===== config.mk =====
export PLATFORM = sky130hd
export DESIGN_NAME = serial_transmitter
export DESIGN_NICKNAME = d
export VERILOG_FILES = /design/src/rtl/serial_transmitter.sv
export SDC_FILE = /design/constraint.sdc
export NUM_CORES = 1
export LEC_CHECK = 0
export CORE_MARGIN = 2
export CORE_UTILIZATION = 59
export CTS_BUF_LIST = sky130_fd_sc_hd__clkbuf_8
export DETAILED_ROUTE_END_ITERATION = 10
export PLACE_DENSITY = 0.84
export REMOVE_ABC_BUFFERS = 1
export SYNTH_ARGS = -nofsm -noshare
export SYNTH_HDL_FRONTEND = slang
export SYNTH_SLANG_ARGS = --single-unit
export TNS_END_PERCENT = 20

===== constraint.sdc =====
create_clock -name clk -period 3.25 [get_ports clk]
set_input_delay 0.65 -clock clk [delete_from_list [all_inputs] [get_ports clk]]
set_output_delay 0.65 -clock clk [all_outputs]
set_load 0.005 [all_outputs]

===== src/rtl/serial_transmitter.sv =====
// Serial frame transmitter: start(0), DATA_BITS data bits LSB-first, parity, stop(1).
// Each bit is held for BIT_TICKS clocks; the line idles high.
module serial_transmitter #(
    parameter int unsigned BIT_TICKS  = 16,
    parameter int unsigned DATA_BITS  = 7,
    parameter bit          PARITY_ODD = 1'b0
) (
    input  logic                 clk,
    input  logic                 reset,
    input  logic [DATA_BITS-1:0] tx_data,
    input  logic                 load,
    output logic                 serial_out,
    output logic                 busy,
    output logic                 charSent
);

    localparam int unsigned TICK_W = (BIT_TICKS > 1) ? $clog2(BIT_TICKS) : 1;
    localparam int unsigned BIT_W  = (DATA_BITS > 1) ? $clog2(DATA_BITS) : 1;

    typedef enum logic [2:0] {
        IDLE,
        START,
        DATA,
        PARITY,
        STOP
    } state_t;

    state_t               state;
    logic [TICK_W-1:0]    tick;
    logic [BIT_W-1:0]     bit_idx;
    logic [DATA_BITS-1:0] shreg;
    logic [DATA_BITS-1:0] shreg_next;
    logic                 parity_bit;
    logic                 bit_end;

    assign bit_end    = (tick == TICK_W'(BIT_TICKS - 1));
    assign shreg_next = shreg >> 1;

    always_ff @(posedge clk) begin
        if (reset) begin
            state      <= IDLE;
            serial_out <= 1'b1;
            busy       <= 1'b0;
            charSent   <= 1'b0;
            tick       <= '0;
            bit_idx    <= '0;
            shreg      <= '0;
            parity_bit <= 1'b0;
        end else begin
            charSent <= 1'b0;
            if (state != IDLE) begin
                tick <= bit_end ? '0 : tick + TICK_W'(1);
            end

            case (state)
                IDLE: begin
                    serial_out <= 1'b1;
                    busy       <= 1'b0;
                    if (load) begin
                        shreg      <= tx_data;
                        parity_bit <= ^tx_data ^ PARITY_ODD;
                        state      <= START;
                        serial_out <= 1'b0;
                        busy       <= 1'b1;
                        tick       <= '0;
                    end
                end

                START: begin
                    if (bit_end) begin
                        state      <= DATA;
                        bit_idx    <= '0;
                        serial_out <= shreg[0];
                    end
                end

                // Output for the next bit is loaded alongside the shift so the line stays registered.
                DATA: begin
                    if (bit_end) begin
                        shreg <= shreg_next;
                        if (bit_idx == BIT_W'(DATA_BITS - 1)) begin
                            state      <= PARITY;
                            serial_out <= parity_bit;
                        end else begin
                            bit_idx    <= bit_idx + BIT_W'(1);
                            serial_out <= shreg_next[0];
                        end
                    end
                end

                PARITY: begin
                    if (bit_end) begin
                        state      <= STOP;
                        serial_out <= 1'b1;
                    end
                end

                STOP: begin
                    if (bit_end) begin
                        state      <= IDLE;
                        busy       <= 1'b0;
                        charSent   <= 1'b1;
                        serial_out <= 1'b1;
                    end
                end

                default: begin
                    state      <= IDLE;
                    serial_out <= 1'b1;
                    busy       <= 1'b0;
                end
            endcase
        end
    end

endmodule


**Yosys cells after proc, flatten, opt, wreduce, memory -nomap -nowiden**

Cells that the tools add are included.

- Bits in registers: 21
- Bits of input ports: 10
- Word-level logic and storage cells: 67

- Add/sub/neg operators: 2
- Equality and inequality tests: 14
- Muxes and demuxes: 27
- Bitwise operators: 2
- Reductions and logical operators: 14

Operator list:

| operator | count |
|---|---|
| 3-bit two-way mux | 8 |
| 4-bit two-way mux | 4 |
| 3-bit one-hot mux with 5 select lines | 1 |
| 7-bit two-way mux | 2 |
| 2-bit != test (second input constant) | 7 |
| 7-bit one-hot mux with 2 select lines | 1 |
| 1-bit two-way mux | 8 |
| 7-bit XOR reduction | 1 |
| 3-bit by 2-bit == test with 1-bit output (second input constant) | 2 |
| 3-bit == test (second input constant) | 2 |
| 3-bit one-hot mux with 2 select lines | 1 |
| 3-bit AND reduction | 2 |
| 6-bit AND reduction | 1 |
| 4-bit by 1-bit adder with 4-bit output (second input constant) | 1 |
| 4-bit == test (second input constant) | 1 |
| 1-bit one-hot mux with 4 select lines | 1 |
| 2-bit AND reduction | 2 |
| 4-bit AND reduction | 1 |
| 2-bit nonzero test | 2 |
| 2-bit OR reduction | 2 |
| 3-bit by 1-bit adder with 3-bit output (second input constant) | 1 |
| 3-bit by 1-bit == test with 1-bit output (second input constant) | 1 |
| 3-bit zero test | 1 |
| 1-bit one-hot mux with 3 select lines | 1 |
| 4 further kinds | 5 |

**Logic depth before layout (Yosys ltp)**

Gate-level depths: netlist (run 1).

- Depth after elaboration: 5
- Depth in mapped cells: 7

**Worst setup path before layout (run 1)**

Ideal clock, no wire load.

- Path kind: register -> register
- Start: reg bit_idx[0]
- End: reg serial_out
- Data arrival time: 1.482 ns
- Data required time: 3.124 ns
- Slack: 1.642 ns
- Cell stages (with the launch flop): 7
- Cells stage by stage: dfxtp_1 > inv_1 > ha_1 > nand2_1 > mux2_2 > a2111oi_0 > o21bai_1

- Longest elaborated chain between the ends: 4

RTL lines:

| element | line | RTL |
|---|---|---|
| start, declared | 30 | `logic [BIT_W-1:0] bit_idx;` |
| start signal, assigned | 85 | `bit_idx <= bit_idx + BIT_W'(1);` |
| 3-bit == test | 81 | `if (bit_idx == BIT_W'(DATA_BITS - 1)) begin` |
| 1-bit two-way mux | 81 |  |
| 1-bit two-way mux | 79 | `if (bit_end) begin` |
| 1-bit one-hot mux with 4 select lines | 55 | `case (state)` |
| end signal, assigned | 73 | `serial_out <= shreg[0];` |
| end signal, assigned | 83 | `serial_out <= parity_bit;` |
| end signal, assigned | 86 | `serial_out <= shreg_next[0];` |
| end, declared | 12 | `output logic serial_out,` |

No other way between the ends. The select of a mux whose other input is x is not followed.
A chain may end at the register's enable or synchronous reset.

**Worst setup path in the final report (run 1)**

- Start: reg state[1]
- End: reg bit_idx[0]

- Longest elaborated chain between the ends: 3

RTL lines:

| element | line | RTL |
|---|---|---|
| start, declared | 28 | `state_t state;` |
| start signal, assigned | 41 | `state <= IDLE;` |
| start signal, assigned | 62 | `state <= START;` |
| start signal, assigned | 71 | `state <= DATA;` |
| 3-bit by 2-bit == test with 1-bit output / 3-bit by 1-bit == test with 1-bit output (equally long branches) | 55 |  |
| 2-bit != test (no source line) / 2-bit nonzero test (equally long branches) | n/a |  |
| 4-bit AND reduction (no source line) | n/a |  |

Parallel ways exist; a longest one is shown, timed or not.

==> metrics, run 1 <==
status=finished clean; Synth Register Bits=21; clk slew on worst S/H paths=0.08 ns; Die Span X=47.3 um; max-slew violation count=0; critical path capture point type=flip-flop; switching portion of total power=25.3%; minimum clock period=2.19 ns; CTS Root Cell=clkbuf_8; post-synth top area share=38.0%; DRC violations left=0; crit path max fanout=12; vias per cell=5.94; Area growth, synth to finish=14.9%; Avg Inst Size Synth=8.58 um^2; Die Ht=47.3 um; GRT Total Usage=22.8%; period utilization=67.4%; CTS H-tree lvls=1; commonest non-fill, non-tap cells in the layout=dfxtp_1 (21), nor2_1 (16), clkdlybuf4s50_1 (12); vias in the first global route=821; worst r2r src=state[1]; Routed WL=2.14 mm; Clk Latency, worst-skew pair=0.26 ns; Post-Syn Instances=129; Pwr Density=418 mW/mm^2; initial antenna violation count=0; std cell rows=15; Yosys Warn Count=0; Reg power frac=52.9%; FMAX=456 MHz; measured slew at the worst slew-check pin=0.795 ns; worst hold stages=2; MaxCap Viol Count=0; RSZ-0062 raised after global routing=no; DRT antenna net count=0; number of fill cells=142; Tot Pwr=0.532 mW; WS Path Type=flip-flop to flip-flop; Post-synth top flop=dfxtp_1; Worst setup SP type=flip-flop; DR WL/cell=13.1 um; I/O Buffers=12; # IOs=13; Gate power share=14.6%; VDD IR max=0.272 mV; CP arrival=2.37 ns; setup repair bufs after CTS=0; antenna cells=0; GPL Wtd Cong=0.809; CTS Sinks=21; Int Power=0.397 mW; initial core utilization=63.4%; slew margin rel.=46.8%; share of layout cells above drive strength 1=6.52%; Worst Path Required=3.43 ns; Overflow after GRT=0; Final HPWL DP=1.52 mm; cts bufs inserted=3; post-synthesis sequential area ratio=38.0%; cell taking the most area after synthesis=dfxtp_1; Min-Delay Path Class=flip-flop to flip-flop; Post-Syn Area=0.00111 mm^2; asr flop ratio synth=0%; Reg2Reg Capture Point=bit_idx[0]; Die Footprint=0.00224 mm^2; # resized after CTS=0; top cells by area, synth=dfxtp_1 (38%), mux2i_1 (5.4%), nor2_1 (5.4%); Post-synth EDFFs=0; CTS tree=done; endpoints failing setup=0; hold_sp=parity_bit; first-pass GRT wire length=3.53 mm; Post-CTS Hold Buffers=0; largest net degree at the start of global routing=23; P_sw=0.135 mW; commonest non-fill, non-tap cell in the layout=dfxtp_1; post-synth cell types=37; Worst Reg-to-Reg Cells=5; 1st-pass router iterations=4; final clock skew=0.00316 ns; CTS max path bufs=2; final net count=152; clock share of power=32.5%; via count=968; total negative slack=0 ns; Hold EP=parity_bit; r2r setup slk=1.06 ns; drt initial violations=16; core box area=0.00175 mm^2; P_leak=0.450 nW; final hold vios=0
[registers in the layout (all words and copies together), names as in the netlist]
register	cells
busy	1
bit_idx	3
state	3
charSent	1
parity_bit	1
tick	4
shreg	7
serial_out	1
[how the worst max path moves through the flow]
stage / slack, ns / endpoint / start
CTS: 1.08 / bit_idx[0] / state[1]
detailed placement: 0.98 / serial_out / load
floorplan: 1.30 / bit_idx[0] / state[1]
finish: 1.06 / bit_idx[0] / state[1]
global route: 0.92 / bit_idx[0] / state[1]
global placement: 1.04 / serial_out / load
[logic make-up (layout without fill, tap and decap cells)]
group / count (synthesis) / in the layout / synth area share [%]
DFF: 21 / 21 / 38.0
xor gates and xnor gates: 7 / 7 / 5.54
muxes: 7 / 7 / 6.44
and+or+nand+nor: 49 / 49 / 24.6
AOI/OAI and AO/OA: 32 / 32 / 17.7
buffers and inverters: 10 / 19 / 4.29
adders and majority gates: 3 / 3 / 3.39
[synthesized netlist by cell type, types with 2 or more instances]
cell type  count
or4_1          2
ha_1           3
nand3b_1       3
a31oi_1        2
nand3_1        7
mux2i_1        6
or3_1          2
buf_2          5
nor3_1         3
nor2_1        16
xor2_1         2
and3_1         3
clkbuf_1       2
o21ai_0        6
dfxtp_1       21
nand2_1        5
a211oi_1       6
a21oi_1       11
xnor2_1        5
inv_1          2
[power groups by stage]
| stage | Clock (mW) | Sequential [mW] | Combinational, mW |
|---|---|---|---|
| 5_1_grt | 0.188 | 0.283 | 0.0864 |
| 4_1_cts | 0.177 | 0.281 | 0.0780 |
| 6_report | 0.173 | 0.281 | 0.0777 |
| 2_1_floorplan | 0 | 0.285 | 0.0479 |
| 3_3_place_gp | 0 | 0.286 | 0.0754 |
| 3_5_place_dp | 0 | 0.287 | 0.0773 |
[worst max-delay path: stages, from the launching register on]
cell	delay (ns)
dfxtp_1	0.59
nor3b_2	0.60
buf_4	0.26
nand2_1	0.06
or4_1	0.46
a21oi_1	0.14
[stage by stage]
| step | cell area, um^2 | hold slack (ns) | setup slack [ns] | util, % | std cells |
|---|---|---|---|---|---|
| final | 1270 | 0.491 | 1.06 | 72.9 | 163 |
| after global placement | 1230 | 0.466 | 1.04 | 70.3 | 159 |
| after CTS | 1270 | 0.490 | 1.08 | 72.9 | 163 |
| after floorplan | 1070 | 0.456 | 1.30 | - | 121 |
| after detailed placement | 1230 | 0.474 | 0.978 | 70.3 | 159 |
| after global routing | 1270 | 0.500 | 0.917 | 72.9 | 163 |
[final cells by class]
type                    count  area [um^2]  share of cell area [%]
flip-flops and latches     21          420                    33.0
clock buffers               3         41.3                    3.24
clock inverters             1         5.00                   0.393
multi-input cells          98          639                    50.2
repair buffers             13          128                    10.0
inverters                   2         7.51                   0.590
well taps                  25         31.3                    2.46
[per-layer routing]
layer  track usage, %  wire length [um]  up-vias
met5                0                 0        -
met4             11.7                36        0
met3             5.00                77        5
met2             36.5              1010       26
met1             28.5              1020      454
li1                 -                 -      483
Power figures use the tool's default switching activity.
==> run 2, diff against run 1 <==
CORE_UTILIZATION = 57   (was 59)
PLACE_DENSITY = 0.81   (was 0.84)
clock period = 2.1 ns   (was 3.25 ns; I/O delays follow)
==> metrics, run 2 (synthesis gave the netlist of run 1 again) <==
MaxCap Viol Count=0 (unchanged); CTS tree=done; Routed WL=2.19 mm (+2.1%); total negative slack=0 ns (unchanged); std cell rows=15 (unchanged); Largest Register=shreg; crit path cell chain=inv_1, ha_1, nand2_1, mux2_2, a2111oi_0, o21bai_1; Post-CTS Hold Buffers=0 (unchanged); CP delay by family, top=compound AO/OA/AOI/OAI gates; minimum clock period=1.77 ns (-0.419 ns); DRT antenna net count=0 (unchanged); Clk Latency, worst-skew pair=0.26 ns (about the same); share of layout cells above drive strength 1=7.14% (+0.62 points); # IOs=13 (unchanged); DRC violations left=0 (unchanged); Die Footprint=0.00231 mm^2 (+3.2%); vias in the first global route=853 (+3.9%); 1st-pass router iterations=4 (unchanged); CP arrival=1.92 ns (-0.45 ns); setup repair bufs after CTS=0 (unchanged); cts bufs inserted=3 (unchanged); Reg2Reg Capture Point=serial_out; Area growth, synth to finish=16.2%; Die Ht=48.1 um (+1.6%); commonest non-fill, non-tap cell in the layout=dfxtp_1; CTS Sinks=21 (unchanged); Reg power frac=53.5% (+0.6 points); Overflow after GRT=0 (unchanged); Pwr Density=633 mW/mm^2 (+51%); WS Path Type=flip-flop to flip-flop; drt initial violations=29 (+13); endpoints failing setup=0 (unchanged); placed cell area=0.00124 mm^2 (+1.2%); via count=966 (-0.21%); max reg flops=7 (unchanged); FMAX=564 MHz (+24%); Setup WS post-layout=0.328 ns (-0.731 ns); CTS H-tree lvls=1 (unchanged); worst path bufs/invs=1 (unchanged); CP Capture Point=serial_out; worst r2r src=bit_idx[0]; hold slack final=0.483 ns (-0.00785 ns); DR WL/cell=13.2 um (+0.82%); final hold vios=0 (unchanged); Regs by FF count=shreg (7), tick (4); design area=0.00129 mm^2 (+1.1%); antenna cells=0 (unchanged); DP Cell Count=161 (+1.3%); status=finished clean; final net count=154 (+1.3%); period utilization=84.4% (+17 points); number of fill cells=139 (-2.1%); clk slew on worst S/H paths=0.07 ns (about the same); CTS max path bufs=2 (unchanged); final clock skew=0.00347 ns (+0.000303 ns); measured slew at the worst slew-check pin=0.451 ns (-0.345 ns); switching portion of total power=24.6% (-0.71 points); initial core utilization=62.1% (-1.3 points); post-route insts no fill=165 (+1.2%); first-pass GRT wire length=3.56 mm (+0.79%); routed wl met3=88 um (+14%); Min-Delay Path Class=flip-flop to flip-flop; P_leak=0.462 nW (+2.6%); Util after Layout=72.1% (-0.76 points); I/O Buffers=12 (unchanged); Worst path depth=6 (+1); Int Power=0.614 mW (+55%); GRT Total Usage=22.6% (-0.13 points); Gate power share=14.9% (+0.3 points); CTS Root Cell=clkbuf_8; RSZ-0062 raised after global routing=no; clock share of power=31.6% (-0.9 points); crit path max fanout=5 (-7); # resized after CTS=0 (unchanged); Tot Pwr=0.814 mW (+53%); vias per cell=5.85 (-1.4%); Critical Path Source=bit_idx[0]; slowest CP cell=a2111oi_0; Largest stage delay, worst path=0.41 ns (-0.19 ns); DRT met1 WL=970 um (-5.2%); slew margin rel.=69.9% (+23 points); Final HPWL DP=1.64 mm (+8.2%); VDD IR max=0.440 mV (+62%); Worst Reg-to-Reg Cells=6 (+1); Routed met2 length=1.09 mm (+8.7%); uppermost layer routed=met4; pre-CTS setup slack=0.247 ns (-0.731 ns); critical path capture point type=flip-flop; r2r setup slk=0.33 ns (-0.73 ns); largest net degree at the start of global routing=14 (-39%); core box area=0.00178 mm^2 (+2.2%); max-slew violation count=0 (unchanged); Worst Path Required=2.25 ns (-1.18 ns); Worst setup SP type=flip-flop; initial antenna violation count=0 (unchanged); Die Span X=48.1 um (+1.6%); commonest non-fill, non-tap cells in the layout=dfxtp_1 (21), nor2_1 (16), clkdlybuf4s50_1 (12); GPL Wtd Cong=0.750 (-7.4%); P_sw=0.200 mW (+49%)
==> run 2: cell count changes in the layout (fill, tap and decap cells not counted) <==
cell	change
buf_4	+2
clkinv_2	-1
inv_1	+1
==> run 2: worst min-delay path by stage <==
| stage | slack [ns] | to | startpoint | cells past startpoint |
|---|---|---|---|---|
| finish | 0.48 | busy | busy | 2 |
| global route | 0.50 | parity_bit | parity_bit | 2 |
| CTS | 0.49 | parity_bit | parity_bit | 2 |
| detailed placement | 0.48 | parity_bit | parity_bit | 2 |
| global placement | 0.47 | busy | busy | 2 |
| floorplan | 0.46 | parity_bit | parity_bit | 2 |
==> run 2: area by class of cell <==
type | instances | area, um^2 | share of cell area (%)
multi-input cells | 98 | 639 | 49.7
flip-flops and latches | 21 | 420 | 32.7
repair buffers | 15 | 143 | 11.1
clock buffers | 3 | 41.3 | 3.21
well taps | 25 | 31.3 | 2.43
inverters | 2 | 7.51 | 0.584
clock inverters | 1 | 3.75 | 0.292
==> run 2: worst register-to-register path, stage by stage (launching register included) <==
cell	delay [ns]
dfxtp_1	0.37
inv_1	0.06
ha_1	0.21
nand2_1	0.15
mux2_2	0.36
a2111oi_0	0.41
o21bai_1	0.10
==> run 2: power by group through the flow <==
stage / registers (mW) / clock network, mW / logic (mW)
detailed placement: 0.444 / 0 / 0.121
CTS: 0.435 / 0.264 / 0.121
global placement: 0.443 / 0 / 0.117
floorplan: 0.440 / 0 / 0.0741
global route: 0.438 / 0.278 / 0.133
finish: 0.435 / 0.258 / 0.121
==> run 2: layer usage <==
layer  vias to the layer above  GRT usage, %
met1                       446          27.2
met5                         -             0
met3                         4          4.53
met4                         0          13.0
li1                        490             -
met2                        26          37.3
